[config.mk]
export PLATFORM = sky130hd
export DESIGN_NAME = decode_sequencer
export DESIGN_NICKNAME = d
export VERILOG_FILES = /design/src/rtl/risc_ctrl_pkg.sv /design/src/rtl/lowest_bit_pe.sv /design/src/rtl/decode_sequencer.sv
export SDC_FILE = /design/constraint.sdc
export NUM_CORES = 1
export LEC_CHECK = 0
export CAP_MARGIN = 40
export CORE_ASPECT_RATIO = 0.7
export CORE_UTILIZATION = 45
export CTS_BUF_LIST = sky130_fd_sc_hd__clkbuf_8
export DETAILED_ROUTE_END_ITERATION = 8
export PLACE_DENSITY = 0.89
export SLEW_MARGIN = 30
export SYNTH_ARGS = -nofsm -noshare
export SYNTH_HDL_FRONTEND = slang
export SYNTH_SLANG_ARGS = --single-unit
[constraint.sdc]
create_clock -name clk -period 2.1 [get_ports clk]
set_input_delay 0.42 -clock clk [delete_from_list [all_inputs] [get_ports clk]]
set_output_delay 0.42 -clock clk [all_outputs]
set_load 0.1 [all_outputs]
[src/rtl/risc_ctrl_pkg.sv]
// Opcodes, control-word layout and per-opcode control decode for the IITB-RISC decode stage.
package risc_ctrl_pkg;

  localparam int unsigned CTRL_W = 21;

  localparam logic [3:0] OP_ADD = 4'b0000;
  localparam logic [3:0] OP_ADI = 4'b0001;
  localparam logic [3:0] OP_NDU = 4'b0010;
  localparam logic [3:0] OP_LHI = 4'b0011;
  localparam logic [3:0] OP_LW  = 4'b0100;
  localparam logic [3:0] OP_SW  = 4'b0101;
  localparam logic [3:0] OP_LM  = 4'b0110;
  localparam logic [3:0] OP_SM  = 4'b0111;
  localparam logic [3:0] OP_JAL = 4'b1000;
  localparam logic [3:0] OP_JLR = 4'b1001;
  localparam logic [3:0] OP_BEQ = 4'b1100;

  // Control word bit positions (multi-bit fields give their LSB, 2 bits wide)
  localparam int unsigned CB_LOAD_PC      = 0;
  localparam int unsigned CB_SEL_PC_IN    = 1;
  localparam int unsigned CB_LOAD_RF      = 3;
  localparam int unsigned CB_SEL_RF_ADDR  = 4;
  localparam int unsigned CB_SEL_RF_DATA  = 6;
  localparam int unsigned CB_LOAD_C       = 8;
  localparam int unsigned CB_LOAD_Z       = 9;
  localparam int unsigned CB_DMEM_WR      = 10;
  localparam int unsigned CB_SEL_ALU1     = 11;
  localparam int unsigned CB_SEL_ALU2     = 13;
  localparam int unsigned CB_ALU_OP       = 15;
  localparam int unsigned CB_SEL_MEM_ADDR = 17;
  localparam int unsigned CB_CMP_EN       = 18;
  localparam int unsigned CB_SEL_IMM9     = 19;
  localparam int unsigned CB_DMEM_RD      = 20;

  localparam logic [1:0] PCIN_ALU  = 2'b00;
  localparam logic [1:0] PCIN_INC  = 2'b01;
  localparam logic [1:0] PCIN_IMM  = 2'b10;
  localparam logic [1:0] PCIN_RB   = 2'b11;

  localparam logic [1:0] RFA_RA    = 2'b00;
  localparam logic [1:0] RFA_RB    = 2'b01;
  localparam logic [1:0] RFA_SEQ   = 2'b10;
  localparam logic [1:0] RFA_RC    = 2'b11;

  localparam logic [1:0] RFD_ALU   = 2'b00;
  localparam logic [1:0] RFD_MEM   = 2'b01;
  localparam logic [1:0] RFD_IMM   = 2'b10;
  localparam logic [1:0] RFD_PC1   = 2'b11;

  localparam logic [1:0] ALU1_RA   = 2'b00;
  localparam logic [1:0] ALU1_PREV = 2'b01;
  localparam logic [1:0] ALU1_RB   = 2'b10;

  localparam logic [1:0] ALU2_RB   = 2'b00;
  localparam logic [1:0] ALU2_IMM6 = 2'b01;

  localparam logic [1:0] ALUOP_ADD  = 2'b00;
  localparam logic [1:0] ALUOP_NAND = 2'b01;
  localparam logic [1:0] ALUOP_SUB  = 2'b10;

  function automatic logic [CTRL_W-1:0] decode_ctrl(input logic [15:0] instr,
                                                    input logic        first,
                                                    input logic        last);
    logic [CTRL_W-1:0] c;
    c = '0;
    c[CB_LOAD_PC]        = 1'b1;
    c[CB_SEL_PC_IN +: 2] = PCIN_INC;
    case (instr[15:12])
      OP_ADD: begin
        c[CB_LOAD_RF]          = 1'b1;
        c[CB_SEL_RF_ADDR +: 2] = RFA_RC;
        c[CB_LOAD_C]           = 1'b1;
        c[CB_LOAD_Z]           = 1'b1;
      end
      OP_ADI: begin
        c[CB_LOAD_RF]          = 1'b1;
        c[CB_SEL_RF_ADDR +: 2] = RFA_RB;
        c[CB_LOAD_C]           = 1'b1;
        c[CB_LOAD_Z]           = 1'b1;
        c[CB_SEL_ALU2 +: 2]    = ALU2_IMM6;
      end
      OP_NDU: begin
        c[CB_LOAD_RF]          = 1'b1;
        c[CB_SEL_RF_ADDR +: 2] = RFA_RC;
        c[CB_LOAD_Z]           = 1'b1;
        c[CB_ALU_OP +: 2]      = ALUOP_NAND;
      end
      OP_LHI: begin
        c[CB_LOAD_RF]          = 1'b1;
        c[CB_SEL_RF_ADDR +: 2] = RFA_RA;
        c[CB_SEL_RF_DATA +: 2] = RFD_IMM;
        c[CB_SEL_IMM9]         = 1'b1;
      end
      OP_LW: begin
        c[CB_LOAD_RF]          = 1'b1;
        c[CB_SEL_RF_DATA +: 2] = RFD_MEM;
        c[CB_LOAD_Z]           = 1'b1;
        c[CB_SEL_ALU1 +: 2]    = ALU1_RB;
        c[CB_SEL_ALU2 +: 2]    = ALU2_IMM6;
        c[CB_DMEM_RD]          = 1'b1;
      end
      OP_SW: begin
        c[CB_DMEM_WR]          = 1'b1;
        c[CB_SEL_ALU1 +: 2]    = ALU1_RB;
        c[CB_SEL_ALU2 +: 2]    = ALU2_IMM6;
      end
      OP_BEQ: begin
        c[CB_SEL_PC_IN +: 2]   = PCIN_IMM;
        c[CB_CMP_EN]           = 1'b1;
        c[CB_ALU_OP +: 2]      = ALUOP_SUB;
      end
      OP_JAL: begin
        c[CB_SEL_PC_IN +: 2]   = PCIN_IMM;
        c[CB_LOAD_RF]          = 1'b1;
        c[CB_SEL_RF_DATA +: 2] = RFD_PC1;
        c[CB_SEL_IMM9]         = 1'b1;
      end
      OP_JLR: begin
        c[CB_SEL_PC_IN +: 2]   = PCIN_RB;
        c[CB_LOAD_RF]          = 1'b1;
        c[CB_SEL_RF_DATA +: 2] = RFD_PC1;
      end
      OP_LM: begin
        c[CB_LOAD_PC]          = last;
        c[CB_LOAD_RF]          = 1'b1;
        c[CB_SEL_RF_ADDR +: 2] = RFA_SEQ;
        c[CB_SEL_RF_DATA +: 2] = RFD_MEM;
        c[CB_SEL_ALU1 +: 2]    = first ? ALU1_RA : ALU1_PREV;
        c[CB_SEL_MEM_ADDR]     = 1'b1;
        c[CB_DMEM_RD]          = 1'b1;
      end
      OP_SM: begin
        c[CB_LOAD_PC]          = last;
        c[CB_DMEM_WR]          = 1'b1;
        c[CB_SEL_ALU1 +: 2]    = first ? ALU1_RA : ALU1_PREV;
        c[CB_SEL_MEM_ADDR]     = 1'b1;
      end
      default: ;
    endcase
    return c;
  endfunction

endpackage

[src/rtl/lowest_bit_pe.sv]
// Lowest-set-bit priority encoder for the LM/SM register mask.
module lowest_bit_pe #(
  parameter int unsigned NUM_REGS   = 8,
  parameter int unsigned REG_ADDR_W = $clog2(NUM_REGS)
) (
  input  logic [NUM_REGS-1:0]   mask_i,
  output logic [REG_ADDR_W-1:0] index_o,
  output logic                  valid_o,
  output logic                  one_left_o
);

  // Scan high to low so the lowest set bit wins
  always_comb begin
    index_o = '0;
    for (int i = NUM_REGS - 1; i >= 0; i--) begin
      if (mask_i[i]) index_o = REG_ADDR_W'(i);
    end
  end

  assign valid_o    = |mask_i;
  assign one_left_o = valid_o && ((mask_i & (mask_i - NUM_REGS'(1))) == '0);

endmodule

[src/rtl/decode_sequencer.sv]
// Handshaked decode stage: one micro-op per instruction, LM/SM expanded per mask bit.
// Optional performance counters enabled by defining DECODE_PERF_EN.
module decode_sequencer
  import risc_ctrl_pkg::*;
#(
  parameter int unsigned NUM_REGS   = 8,
  parameter int unsigned REG_ADDR_W = $clog2(NUM_REGS)
) (
  input  logic                  clk,
  input  logic                  rst_n,
  input  logic                  flush,
  input  logic                  in_valid,
  output logic                  in_ready,
  input  logic [15:0]           in_instr,
  input  logic [15:0]           in_pc,
  output logic                  out_valid,
  input  logic                  out_ready,
  output logic [15:0]           out_instr,
  output logic [15:0]           out_pc,
  output logic [CTRL_W-1:0]     out_ctrl,
  output logic [REG_ADDR_W-1:0] out_reg_addr,
  output logic                  out_first,
  output logic                  out_last
`ifdef DECODE_PERF_EN
  ,
  output logic [31:0]           perf_instr_cnt,
  output logic [31:0]           perf_uop_cnt,
  output logic [31:0]           perf_stall_cnt
`endif
);

  localparam logic [1:0] ST_EMPTY  = 2'd0;
  localparam logic [1:0] ST_SINGLE = 2'd1;
  localparam logic [1:0] ST_MULTI  = 2'd2;

  logic [1:0]            state_q, state_d;
  logic [NUM_REGS-1:0]   mask_q, mask_d;
  logic                  valid_d, first_d, last_d;
  logic [15:0]           instr_d, pc_d;
  logic [CTRL_W-1:0]     ctrl_d;
  logic [REG_ADDR_W-1:0] addr_d;

  logic                  accept_c, xfer_c, new_multi_c, new_last_c;
  logic [NUM_REGS-1:0]   pe_mask_c;
  logic [REG_ADDR_W-1:0] pe_idx;
  logic                  pe_valid, pe_one;

  assign in_ready    = ((state_q == ST_EMPTY) || (out_ready && out_last && out_valid)) && !flush;
  assign accept_c    = in_valid && in_ready;
  assign xfer_c      = out_valid && out_ready;
  assign new_multi_c = (in_instr[15:12] == OP_LM) || (in_instr[15:12] == OP_SM);

  // One encoder serves both a freshly accepted mask and the mask left after a transfer
  assign pe_mask_c  = accept_c ? (new_multi_c ? in_instr[NUM_REGS-1:0] : '0)
                               : (mask_q & (mask_q - NUM_REGS'(1)));
  assign new_last_c = !pe_valid || pe_one;

  lowest_bit_pe #(
    .NUM_REGS   (NUM_REGS),
    .REG_ADDR_W (REG_ADDR_W)
  ) u_pe (
    .mask_i     (pe_mask_c),
    .index_o    (pe_idx),
    .valid_o    (pe_valid),
    .one_left_o (pe_one)
  );

  always_comb begin
    state_d = state_q;
    mask_d  = mask_q;
    valid_d = out_valid;
    instr_d = out_instr;
    pc_d    = out_pc;
    ctrl_d  = out_ctrl;
    addr_d  = out_reg_addr;
    first_d = out_first;
    last_d  = out_last;
    if (flush) begin
      state_d = ST_EMPTY;
      valid_d = 1'b0;
      mask_d  = '0;
    end else if (accept_c) begin
      valid_d = 1'b1;
      instr_d = in_instr;
      pc_d    = in_pc;
      first_d = 1'b1;
      if (new_multi_c) begin
        mask_d  = pe_mask_c;
        addr_d  = pe_idx;
        last_d  = new_last_c;
        ctrl_d  = decode_ctrl(in_instr, 1'b1, new_last_c);
        state_d = new_last_c ? ST_SINGLE : ST_MULTI;
        // Empty register list: a lone micro-op that touches neither file nor memory
        if (!pe_valid) begin
          ctrl_d[CB_LOAD_RF] = 1'b0;
          ctrl_d[CB_DMEM_WR] = 1'b0;
          ctrl_d[CB_DMEM_RD] = 1'b0;
        end
      end else begin
        mask_d  = '0;
        addr_d  = '0;
        last_d  = 1'b1;
        ctrl_d  = decode_ctrl(in_instr, 1'b1, 1'b1);
        state_d = ST_SINGLE;
      end
    end else if (xfer_c) begin
      if (out_last) begin
        state_d = ST_EMPTY;
        valid_d = 1'b0;
        mask_d  = '0;
      end else begin
        mask_d  = pe_mask_c;
        addr_d  = pe_idx;
        first_d = 1'b0;
        last_d  = pe_one;
        ctrl_d  = decode_ctrl(out_instr, 1'b0, pe_one);
        state_d = pe_one ? ST_SINGLE : ST_MULTI;
      end
    end
  end

  always_ff @(posedge clk or negedge rst_n) begin
    if (!rst_n) begin
      state_q      <= ST_EMPTY;
      mask_q       <= '0;
      out_valid    <= 1'b0;
      out_instr    <= '0;
      out_pc       <= '0;
      out_ctrl     <= '0;
      out_reg_addr <= '0;
      out_first    <= 1'b0;
      out_last     <= 1'b0;
    end else begin
      state_q      <= state_d;
      mask_q       <= mask_d;
      out_valid    <= valid_d;
      out_instr    <= instr_d;
      out_pc       <= pc_d;
      out_ctrl     <= ctrl_d;
      out_reg_addr <= addr_d;
      out_first    <= first_d;
      out_last     <= last_d;
    end
  end

`ifdef DECODE_PERF_EN
  // Free-running wrap-around counters; flush does not touch them
  always_ff @(posedge clk or negedge rst_n) begin
    if (!rst_n) begin
      perf_instr_cnt <= '0;
      perf_uop_cnt   <= '0;
      perf_stall_cnt <= '0;
    end else begin
      if (accept_c)              perf_instr_cnt <= perf_instr_cnt + 32'd1;
      if (xfer_c)                perf_uop_cnt   <= perf_uop_cnt + 32'd1;
      if (in_valid && !in_ready) perf_stall_cnt <= perf_stall_cnt + 32'd1;
    end
  end
`endif

endmodule

# Word-level counts from Yosys, hierarchy flattened
# Index checks and enable logic that the tools add are counted.
[classes]
n_mux = 74
n_reduce_logical = 47
bitwise = 3
eq_ne = 21
add_sub_neg = 2
[op_table]
columns = ["cell", "count"]
rows = [
  ["two-way mux 21 bit", 4],
  ["two-way mux 8 bit", 7],
  ["two-way mux 3 bit", 12],
  ["OR reduction 2 bit", 18],
  ["two-way mux 1 bit", 34],
  ["equality test 4 x 3 -> 1 bit (second input constant)", 8],
  ["equality test 4 bit (second input constant)", 6],
  ["one-hot mux 2 bit (3 select lines)", 4],
  ["OR reduction 8 bit", 3],
  ["one-hot mux 2 bit (2 select lines)", 5],
  ["AND 8 bit", 2],
  ["equality test 4 x 2 -> 1 bit (second input constant)", 4],
  ["two-way mux 2 bit", 8],
  ["subtractor 8 x 1 -> 8 bit (second input constant)", 2],
  ["equality test 4 x 1 -> 1 bit (second input constant)", 2],
  ["zero test 4 bit", 2],
  ["zero test 8 bit", 1],
  ["OR reduction 4 bit", 2],
  ["logical AND 1 bit", 6],
  ["AND reduction 2 bit", 3],
  ["nonzero test 3 bit", 2],
  ["OR reduction 3 bit", 2],
  ["logical OR 1 bit", 3],
  ["AND reduction 3 bit", 1],
  ["5 further kinds", 6],
]
[word_totals]
regBits = 69
wordCells = 156
out_inout_bits = 60
input_bits = 37

# Depth between registers and ports, before layout
# Gate-level depths: netlist of the first run.
[depth]
ltp_word = 17
ltp_mapped = 9
ltp_nobuf = 7

# Hierarchy
# Synthesis of the first run repeated with hierarchy kept, for this count alone.
[unflattened]
cells_unflattened = 393
hier_area_um2 = 3409.5
[modules_own_cells]
columns = ["module", "area_each_um2", "n_inst", "seq_area_each_um2", "cells_per_inst"]
rows = [
  ["decode_sequencer", 3246.9, 1, 1676.6, 369],
  ["lowest_bit_pe", 162.7, 1, 0.0, 24],
]

# Worst setup path after synthesis of the first run
# Ideal clock, no wire load.
[synth_path]
kind = "register -> output"
startpoint = "reg out_last"
endpoint = "out in_ready"
required_ns = 1.680
slack_ns = -0.975
arrival_time_ns = 2.655
path_buffers = 0
stages_incl_launch_ff = 4
path_cell_list = "dfrtp_1 and3_1 nor2_1 nor2_1"
[synth_between]
elab_chain_cells = 4
[synth_lines]
columns = ["element", "line_no", "text"]
rows = [
  ["from (decl)", "decode_sequencer.sv:23", "output logic out_last"],
  ["from (signal assigned)", "decode_sequencer.sv:142", "out_last <= last_d;"],
  ["logical AND 1 bit (2 in series)", "decode_sequencer.sv:48", "assign in_ready = ((state_q == ST_EMPTY) || (out_ready && out_last && out_valid)) && !flush;"],
  ["logical OR 1 bit", "decode_sequencer.sv:48", ""],
  ["logical AND 1 bit", "decode_sequencer.sv:48", ""],
  ["to (decl)", "decode_sequencer.sv:13", "output logic in_ready,"],
]
# No other way between the ends.

# Final worst setup path of the first run
[layout_path]
startpoint = "reg mask_q[0]"
endpoint = "reg out_ctrl[3]"
[layout_between]
elab_chain_cells = 7
[layout_lines]
columns = ["element", "line_no", "text"]
rows = [
  ["from (decl)", "decode_sequencer.sv:37", "logic [NUM_REGS-1:0] mask_q, mask_d;"],
  ["from (signal assigned)", "decode_sequencer.sv:135", "mask_q <= mask_d;"],
  ["subtractor 8 x 1 -> 8 bit", "decode_sequencer.sv:55", ": (mask_q & (mask_q - NUM_REGS'(1)));"],
  ["AND 8 bit *", "decode_sequencer.sv:55", ""],
  ["two-way mux 8 bit *", "decode_sequencer.sv:54", "assign pe_mask_c = accept_c ? (new_multi_c ? in_instr[NUM_REGS-1:0] : '0)"],
  ["OR reduction 8 bit *", "lowest_bit_pe.sv:20", "assign valid_o = |mask_i;"],
  ["two-way mux 1 bit *", "decode_sequencer.sv:94", "if (!pe_valid) begin"],
  ["two-way mux 21 bit *", "decode_sequencer.sv:87", "if (new_multi_c) begin"],
  ["two-way mux 21 bit *", "decode_sequencer.sv:82", "end else if (accept_c) begin"],
  ["to (signal assigned)", "decode_sequencer.sv:139", "out_ctrl <= ctrl_d;"],
  ["to (decl)", "decode_sequencer.sv:20", "output logic [CTRL_W-1:0] out_ctrl,"],
]
# Every way passes the cells marked *; elsewhere a longest branch is shown, timed or not.
# A chain may end at the register's enable or synchronous reset.

==> impl_metrics.ini, run 1 <==
[run_status]
status = complete, but fails checks
violations = negative setup slack

[finish]
syn2layout_area_growth_pct = 49.9
antenna_cells = 0
final_nets = 591
fin_area_sq_um = 5390
final_cell_count_no_fill = 656
utilization = 0.717
num-fill-cells = 532
drive_gt1_frac = 0.321

[floorplan]
die_w_um = 109
rows = 26
start_util = 0.478
dieArea_sq_um = 8350
core_area_sq_um = 7510
die_y_um = 76.8
ios = 97

[clocking]
insertion_delay_ns = 0.35
clock_path_buffers = 2
cts_num_sinks = 67
clkTransAtPathRegs_ns = 0.08
cts_made_buffers = 9
cts_tree = done
cts_hold_buf = 0
cts-htree-levels = 3
cts_root_buf = clkbuf_8

[logic_synthesis]
synth_adder_area_share = 0.00557
synth-compound-area-share = 0.191
yosys_warnings = 0
synth.top_cell.area_share = 0.467
synth_top_family_by_area = simple AND/OR/NAND/NOR gates
synth_top_area_cell = dfrtp_1
synth_edf_count = 0
synth_area_sq_um = 3590
synth_seq_cells = 67
synthXorXnorAreaFrac = 0.00244
synthFlopType = dfrtp_1
syn-instance-count = 417
synthTopCellsByArea = dfrtp_1 (47%), nand2_1 (12%), a21oi_1 (4.2%)
synth_nets = 454
postSynthAreaPerCell_sq_um = 8.62
synth-simple-area-share = 0.250
async_flop_share = 1.00
synthMuxAreaShare = 0.0369
yosysUniqueCellTypes = 61
seq_area_frac_synth = 0.467

[timing]
hold_ws_ns = 0.0574
clock_skew_ns = 0.00724
rsz0062_at_grt = yes
setup_viol = 10
hold_viol_final = 0
tightestPinTransition_ns = 0.561
fin_setup_tns_ns = -1.77
min_period_ns = 2.34
slew_violations = 0
fmax_ghz = 0.427
slew_headroom = 0.626
fin_ws_ns = -0.243
fin_crit_sh = 1.12

[global_route]
grt_pass1_wl_mm = 18.4
antenna_found_initial = 0
grt_start_max_net_pins = 68
grt_usage = 0.287
grt_pass1_vias = 3549
grt_overflow = 0

[placed_design]
dp_hpwl_mm = 7.65
gp_congestion = 0.901
place.port_buffers = 95
place_inst = 634
place_area_sq_um = 4910

[setup_path]
worstSetupPathType = flop to flop
r2r_start = mask_q[0]
worstRegToRegCells = 7
worst_ep_required_time_ns = 2.32
end_kind = flop
arrival_ns = 2.57
crit_path_max_fanout = 4
reg2reg_slack_ns = -0.24
timing.rr.end = out_ctrl[3]
critPathLaunchType = flop

[power]
vdd_drop_max_uv = 1160
p_leak_nw = 2.55
power_density_nw_per_um2 = 1440

[detailed_routing]
vias = 3813
totalWireLength_mm = 11.9
firstDrtPassIters = 5
wire_per_inst_um = 18.1
drcViolationCount = 0
ant_nets = 0
via_per_inst = 5.81
drt_iter0_markers = 418

[job]
maxCapViolCount = 0

[worst_hold_path]
hold_class = primary input to asynchronous set/reset pin
power by group:
group	internal [mW]	total (mW)	switching, mW
registers	1.65	2.00	0.350
logic	0.998	4.44	3.45
clock network	0.786	1.32	0.539
total	3.43	7.77	4.33
area by class of cell:
class                      instances  area (sq um)  area share
multi-input combinational        314          1890       0.351
sequential                        67          1680       0.313
timing repair buffer             159          1440       0.267
clock buffer                       9           124      0.0230
tap                               98           123      0.0228
clock inverter                     6           115      0.0214
inverter                           3          11.3     0.00209
layer usage:
metal / share of wire / global-route usage
met4: 0.017 / 0.0527
met3: 0.10 / 0.0740
met5: 0 / 0
met1: 0.44 / 0.424
met2: 0.44 / 0.425
synth_stat cells, types with 2 or more instances:
library cell,number
a41oi_1,2
nor2b_1,5
a211oi_1,4
nand2_1,119
inv_1,3
mux2_2,4
a21oi_1,30
buf_1,6
and3_1,2
o31ai_1,3
buf_6,2
a21boi_2,2
mux2i_1,6
nand4_1,5
nand3b_1,2
nor3_1,10
mux2i_2,2
maj3_1,2
dfrtp_1,67
nor2_1,25
o221ai_1,2
or3_1,4
buf_4,2
nor4_1,2
nand3_1,10
nand2b_1,5
a221oi_1,2
a31oi_1,3
o211ai_1,3
clkbuf_1,19
a22o_1,5
o21a_1,4
o21ai_0,23
o22ai_1,2
buf_2,4
stage by stage:
stage / power [mW] / setup WS [ns]
2_1_floorplan: 5.24 / -0.274
3_3_place_gp: 6.28 / -0.600
3_5_place_dp: 6.33 / -0.685
4_1_cts: 7.70 / -0.231
5_1_grt: 8.02 / -0.361
6_report: 7.77 / -0.243
what timing repair did:
action	in CTS	in global routing
gates cloned	1	2
buffers inserted	4	1
hold endpoints to repair	0	0
endpoints found under the setup margin	19	20
gates resized for setup	16	19
pin swaps	9	14
critical path: stages, from the launching register on:
cell      delay (ns)
dfrtp_1         0.39
or4_4           0.60
o41ai_4         0.30
mux2i_4         0.16
nor4_4          0.34
a21oi_2         0.09
o211ai_1        0.22
o21ai_1         0.12
logic make-up (layout without fill, tap and decap cells):
| logic type | after synthesis | count (layout) |
|---|---|---|
| flip-flops | 67 | 67 |
| AO/OA/AOI/OAI | 99 | 100 |
| other | 1 | 1 |
| multiplexers | 12 | 12 |
| XOR/XNOR | 1 | 1 |
| adder cells (fa/ha/maj) | 2 | 2 |
| AND/OR/NAND/NOR | 198 | 198 |
| buffers and inverters | 37 | 177 |
registers in the layout, indices dropped and copies added, names as in the netlist, 2 cells and up:
register and flops:
state_q 2, out_ctrl 19, out_instr 16, out_pc 16, mask_q 8, out_reg_addr 3
worst max-delay path by stage:
| stage | endpoint | startpoint | slack (ns) |
|---|---|---|---|
| after global placement | out_ctrl[0] | out_ready | -0.60 |
| after detailed placement | mask_q[6] | out_ready | -0.69 |
| after CTS | out_reg_addr[0] | mask_q[2] | -0.23 |
| after global routing | out_ctrl[3] | mask_q[0] | -0.36 |
| final | out_ctrl[3] | mask_q[0] | -0.24 |
| after floorplan | out_last | out_last | -0.27 |
layout by cell type, fill, tap and decap left out, types with 3 or more instances in the layout:
| cell type | netlist | routed |
|---|---|---|
| o31ai_1 | 3 | 3 |
| dfrtp_1 | 67 | 65 |
| nor2_1 | 25 | 23 |
| clkdlybuf4s50_1 | 0 | 34 |
| o21ai_1 | 0 | 4 |
| mux2i_4 | 0 | 3 |
| mux2_4 | 0 | 3 |
| nor2b_1 | 5 | 4 |
| buf_12 | 0 | 9 |
| o21a_1 | 4 | 3 |
| buf_4 | 2 | 109 |
| inv_1 | 3 | 3 |
| a31oi_1 | 3 | 3 |
| nand4_1 | 5 | 5 |
| nand2_1 | 119 | 117 |
| nor3_1 | 10 | 9 |
| buf_6 | 2 | 3 |
| nand3_1 | 10 | 10 |
| a22o_1 | 5 | 5 |
| mux2i_1 | 6 | 4 |
| bufinv_16 | 0 | 3 |
| a211oi_1 | 4 | 4 |
| clkbuf_8 | 0 | 9 |
| or3_1 | 4 | 3 |
| o21ai_0 | 23 | 17 |
| o211ai_1 | 3 | 3 |
| a21oi_1 | 30 | 28 |
| nand2b_1 | 5 | 5 |
No activity file was read; power rests on OpenSTA's default activity.
==> run 2, diff against run 1 <==
- PLACE_DENSITY: 0.89 -> 0.8
==> impl_metrics.ini, run 2 (same netlist as run 1, synthesis figures left out) <==
[run_status]
status = complete, but fails checks
violations = negative setup slack

[finish]
final_cell_mix = nand2_1 (116), buf_4 (115), dfrtp_1 (65), clkdlybuf4s50_1 (32), a21oi_1 (29)
largest_reg_flops = 19
syn2layout_area_growth_pct = 54.1
final_common_cell = nand2_1
antenna_cells = 0
final_nets = 599
multi_input_area_sq_um = 1950
drive_gt1_frac = 0.342
num-fill-cells = 535
seq_area_sq_um = 1680
regMostFlops = out_ctrl
reg_top3 = out_ctrl x19, out_instr x16, out_pc x16
utilization = 0.737

[clocking]
cts_num_sinks = 67
cts_made_buffers = 9
cts-htree-levels = 3
cts_root_buf = clkbuf_8
cts_tree = done
cts_hold_buf = 0
clkTransAtPathRegs_ns = 0.08
clock_path_buffers = 2
insertion_delay_ns = 0.36

[global_route]
grt_overflow = 0
grt_pass1_vias = 3473
grt_pass1_wl_mm = 17.6
grt_start_max_net_pins = 68
antenna_found_initial = 0
grt_usage = 0.275

[power]
vdd_drop_max_uv = 1240
power_density_nw_per_um2 = 1430
p_leak_nw = 2.61
power_mw = 7.90

[floorplan]
ios = 97
die_y_um = 76.8
rows = 26
dieArea_sq_um = 8350
die_w_um = 109
core_area_sq_um = 7510
start_util = 0.478

[detailed_routing]
totalWireLength_mm = 11.4
via_per_inst = 5.65
vias = 3754
drt_iter0_markers = 301
firstDrtPassIters = 5
ant_nets = 0
drcViolationCount = 0
wire_per_inst_um = 17.2

[timing]
hold_viol_final = 0
hold_ws_ns = 0.0806
fin_setup_tns_ns = -1.32
fmax_ghz = 0.441
clock_skew_ns = 0.00868
slew_headroom = 0.604
fin_crit_sh = 1.08
slew_violations = 0
tightestPinTransition_ns = 0.594
min_period_ns = 2.27
setup_viol = 9
fin_ws_ns = -0.167
rsz0062_at_grt = yes

[placed_design]
gp_congestion = 0.928
place.port_buffers = 95
dp_hpwl_mm = 7.56
pre_cts_ws_ns = -0.713

[setup_path]
end_kind = flop
worst_ep_required_time_ns = 2.34
worstSetupPathType = flop to flop
reg2reg_slack_ns = -0.17
crit_path_start = out_valid
r2r_start = out_valid
critPathLaunchType = flop
crit_path_max_fanout = 5
arrival_ns = 2.50

[job]
maxCapViolCount = 0

[worst_hold_path]
hold_class = primary input to asynchronous set/reset pin
## run 2: cell types whose count changed in the layout (fill, tap and decap cells not counted), sizes merged
cell,previous run,this run
buf,122,132
bufinv,3,4
clkbuf,11,9
clkdlybuf4s50,34,32
clkinvlp,1,0
dlymetal6s2s,1,3
inv,3,4
## run 2: worst max-delay path: stages (launching register included)
cell      delay, ns
dfrtp_4        0.49
and3_4         0.22
buf_6          0.12
o21a_4         0.24
or3_4          0.41
a31oi_4        0.17
o22ai_4        0.11
a21o_2         0.24
a21boi_2       0.15
## run 2: worst paths after layout
path | to | depth (start not counted)
setup / recovery | out_last | 8
hold / removal | out_ctrl[8] | 2
setup reg to reg | out_last | 8
hold reg to reg | out_pc[15] | 2
max in group asynchronous | out_valid | 2
min in group clk | out_pc[15] | 2
## run 2: metal layers
layer / share of wire / track usage / vias to the layer above
met5: 0 / 0 / -
met4: 0.013 / 0.0865 / 0
met3: 0.090 / 0.0706 / 12
met2: 0.45 / 0.396 / 205
met1: 0.45 / 0.401 / 1792
li1: - / - / 1745
## run 2: timing repair
action,in CTS,in global routing
gates resized for setup,21,31
gates cloned,1,0
endpoints found under the setup margin,20,21
pin swaps,13,10
setup buffers,3,7
## run 2: area by class of cell
type,count,share of cell area
clock inverters,7,0.0255
clock buffers,9,0.0224
well taps,98,0.0221
inverters,3,0.00203
repair buffers,167,0.271
multi-input cells,314,0.353
flip-flops and latches,67,0.304
## run 2: power by group
| part | switching [mW] | internal [mW] | leakage (nW) | total, mW |
|---|---|---|---|---|
| sequential | 0.356 | 1.65 | 0.840 | 2.01 |
| clock | 0.525 | 0.908 | 0.135 | 1.43 |
| combinational | 3.45 | 1.02 | 1.63 | 4.46 |
## run 2: through the flow
stage                     instances  cell area [sq um]
final                           665               5540
after global routing            665               5540
after CTS                       659               5340
after detailed placement        639               4950
after global placement          639               4950
after floorplan                 417               3650
==> run 3, diff against run 2 <==
- ABC_AREA: unset -> 1
- CTS_CLUSTER_SIZE: unset -> 28
- PLACE_DENSITY: 0.8 -> 0.81
==> impl_metrics.ini, run 3 <==
[timing]
clock_skew_ns = 0.00949
fin_crit_sh = 0.940
fin_ws_ns = 0.125
fmax_ghz = 0.506
min_period_ns = 1.97
fin_setup_tns_ns = 0
setup_viol = 0
hold_viol_final = 0
slew_violations = 0
hold_ws_ns = 0.435

[clocking]
cts_num_sinks = 67
clock_path_buffers = 2
cts_root_buf = clkbuf_8
cts_made_buffers = 9
insertion_delay_ns = 0.36
cts_tree = done
clkTransAtPathRegs_ns = 0.08
cts-htree-levels = 3

[finish]
seq_area_sq_um = 1680
multi_input_area_sq_um = 1570
final_cell_mix = nand2_1 (146), buf_4 (112), dfrtp_1 (65), inv_1 (44), clkdlybuf4s50_1 (29)
largest_reg_flops = 19
syn2layout_area_growth_pct = 46.6
final_common_cell = nand2_1
fin_area_sq_um = 5100
antenna_cells = 0
num-fill-cells = 565
drive_gt1_frac = 0.306
regMostFlops = out_ctrl
reg_top3 = out_ctrl x19, out_instr x16, out_pc x16
final_nets = 630

[setup_path]
worstSetupPathType = flop to flop
worst_ep_required_time_ns = 2.35
arrival_ns = 2.22
crit_path_top_delay_cell = dfrtp_4
cp_slowest_stage_delay_ns = 0.49
crit_path_max_fanout = 5
end_kind = flop
cp_cell_sequence = nand3_4, nand2_4, buf_6, nand4_1, nand2_2, nor2_4, nor2_1, nor2_2, nand2_2, nor2_4, nand3_2, nand2_2, nand2_1, nand2_1, nand2_1
critPathLaunchType = flop

[detailed_routing]
via_per_inst = 5.13
ant_nets = 0
firstDrtPassIters = 5
totalWireLength_mm = 10.1
drt_iter0_markers = 333
wire_per_inst_um = 14.6
drcViolationCount = 0
vias = 3568

[floorplan]
dieArea_sq_um = 8100
core_area_sq_um = 7380
die_w_um = 107
die_y_um = 75.6
start_util = 0.472
rows = 26
ios = 97

[global_route]
grt_overflow = 0
grt_usage = 0.249
grt_start_max_net_pins = 40
antenna_found_initial = 0
grt_pass1_vias = 2970
grt_pass1_wl_mm = 15.1

[logic_synthesis]
synth_common_cells = nand2_1 (152), dfrtp_1 (67), inv_1 (46)
syn-instance-count = 446
postSynthAreaPerCell_sq_um = 7.81
yosysUniqueCellTypes = 38
seq_area_frac_synth = 0.481
synth_area_sq_um = 3480
synthFlopType = dfrtp_1
synth_nets = 483
synth_edf_count = 0
async_flop_share = 1.00
synth.top_cell.area_share = 0.481
synth_seq_cells = 67
yosysMostFrequentCell = nand2_1
synth_top_area_cell = dfrtp_1
synthTopCellsByArea = dfrtp_1 (48%), nand2_1 (16%), inv_1 (5.0%)
yosys_warnings = 0

[placed_design]
place.port_buffers = 95
dp_hpwl_mm = 7.42
place_area_sq_um = 4740
pre_cts_ws_ns = -0.392
gp_congestion = 0.950

[power]
p_sw_mw = 4.19
combPwrFrac = 0.589
p_leak_nw = 2.68
power_mw = 7.34
swShare = 0.571
vdd_drop_max_uv = 1120
p_int_mw = 3.14
power_frac_clock = 0.152
power_density_nw_per_um2 = 1440
pwr-share-seq = 0.259

[job]
maxCapViolCount = 0

[run_status]
status = finished clean

[worst_hold_path]
hold_class = primary input to asynchronous set/reset pin
run 3: worst paths after layout:
kind	from	endpoint	slack, ns	cells after the start
min in group clk	out_instr[8]	out_instr[8]	0.48	2
min	rst_n	out_pc[4]	0.43	2
min reg2reg	out_instr[8]	out_instr[8]	0.48	2
max reg2reg	out_last	state_q[1]	0.13	15
max	out_last	state_q[1]	0.13	15
max in group asynchronous	rst_n	out_last	1.18	3
run 3: what timing repair did:
item | CTS | global route
pin swaps | 0 | 15
setup endpoints to repair | 2 | 11
gates resized for setup | 1 | 26
gates cloned | 0 | 1
hold buffers | 1 | 0
hold endpoints to repair | 3 | 0
buffers inserted | 0 | 8
run 3: metal layers:
| metal | global-route usage | part of all wire | vias up |
|---|---|---|---|
| met4 | 0.0715 | 0.0087 | 0 |
| met1 | 0.390 | 0.49 | 1662 |
| met2 | 0.337 | 0.42 | 159 |
| met5 | 0 | 0 | - |
| met3 | 0.0599 | 0.077 | 11 |
| li1 | - | - | 1736 |
run 3: cells by family (layout without fill, tap and decap cells):
logic type | Yosys count | count (layout) | synth area share
compound gates | 69 | 69 | 0.119
buf+inv | 72 | 223 | 0.0884
flops | 67 | 67 | 0.481
other cells | 1 | 1 | 0.00108
simple gates | 237 | 238 | 0.310
run 3: area by class of cell:
cell class / count / area share
Timing Repair Buffer: 155 / 0.260
Clock buffer: 10 / 0.0270
Clock inverter: 6 / 0.0125
Sequential cell: 67 / 0.329
Tap cell: 98 / 0.0240
Multi-Input combinational cell: 308 / 0.308
Inverter: 52 / 0.0390
run 3: power by group through the flow:
stage          sequential [mW]  clock (mW)  combinational, mW
6_report                  1.90        1.11               4.32
5_1_grt                   1.95        1.18               4.49
4_1_cts                   1.89        1.14               4.27
3_5_place_dp              1.91           0               4.26
3_3_place_gp              1.90           0               4.23
2_1_floorplan             4.35           0              0.749
run 3: per-stage QoR:
stage | util | instances
floorplan | - | 446
global route | 0.691 | 696
global placement | 0.641 | 671
CTS | 0.671 | 688
detailed placement | 0.641 | 671
finish | 0.691 | 696
run 3: worst max-delay path: cells and delay by family (launching register included):
family	cells	cell delay [ns]
DFF	1	0.49
buffers and inverters	1	0.13
and+or+nand+nor	14	1.24
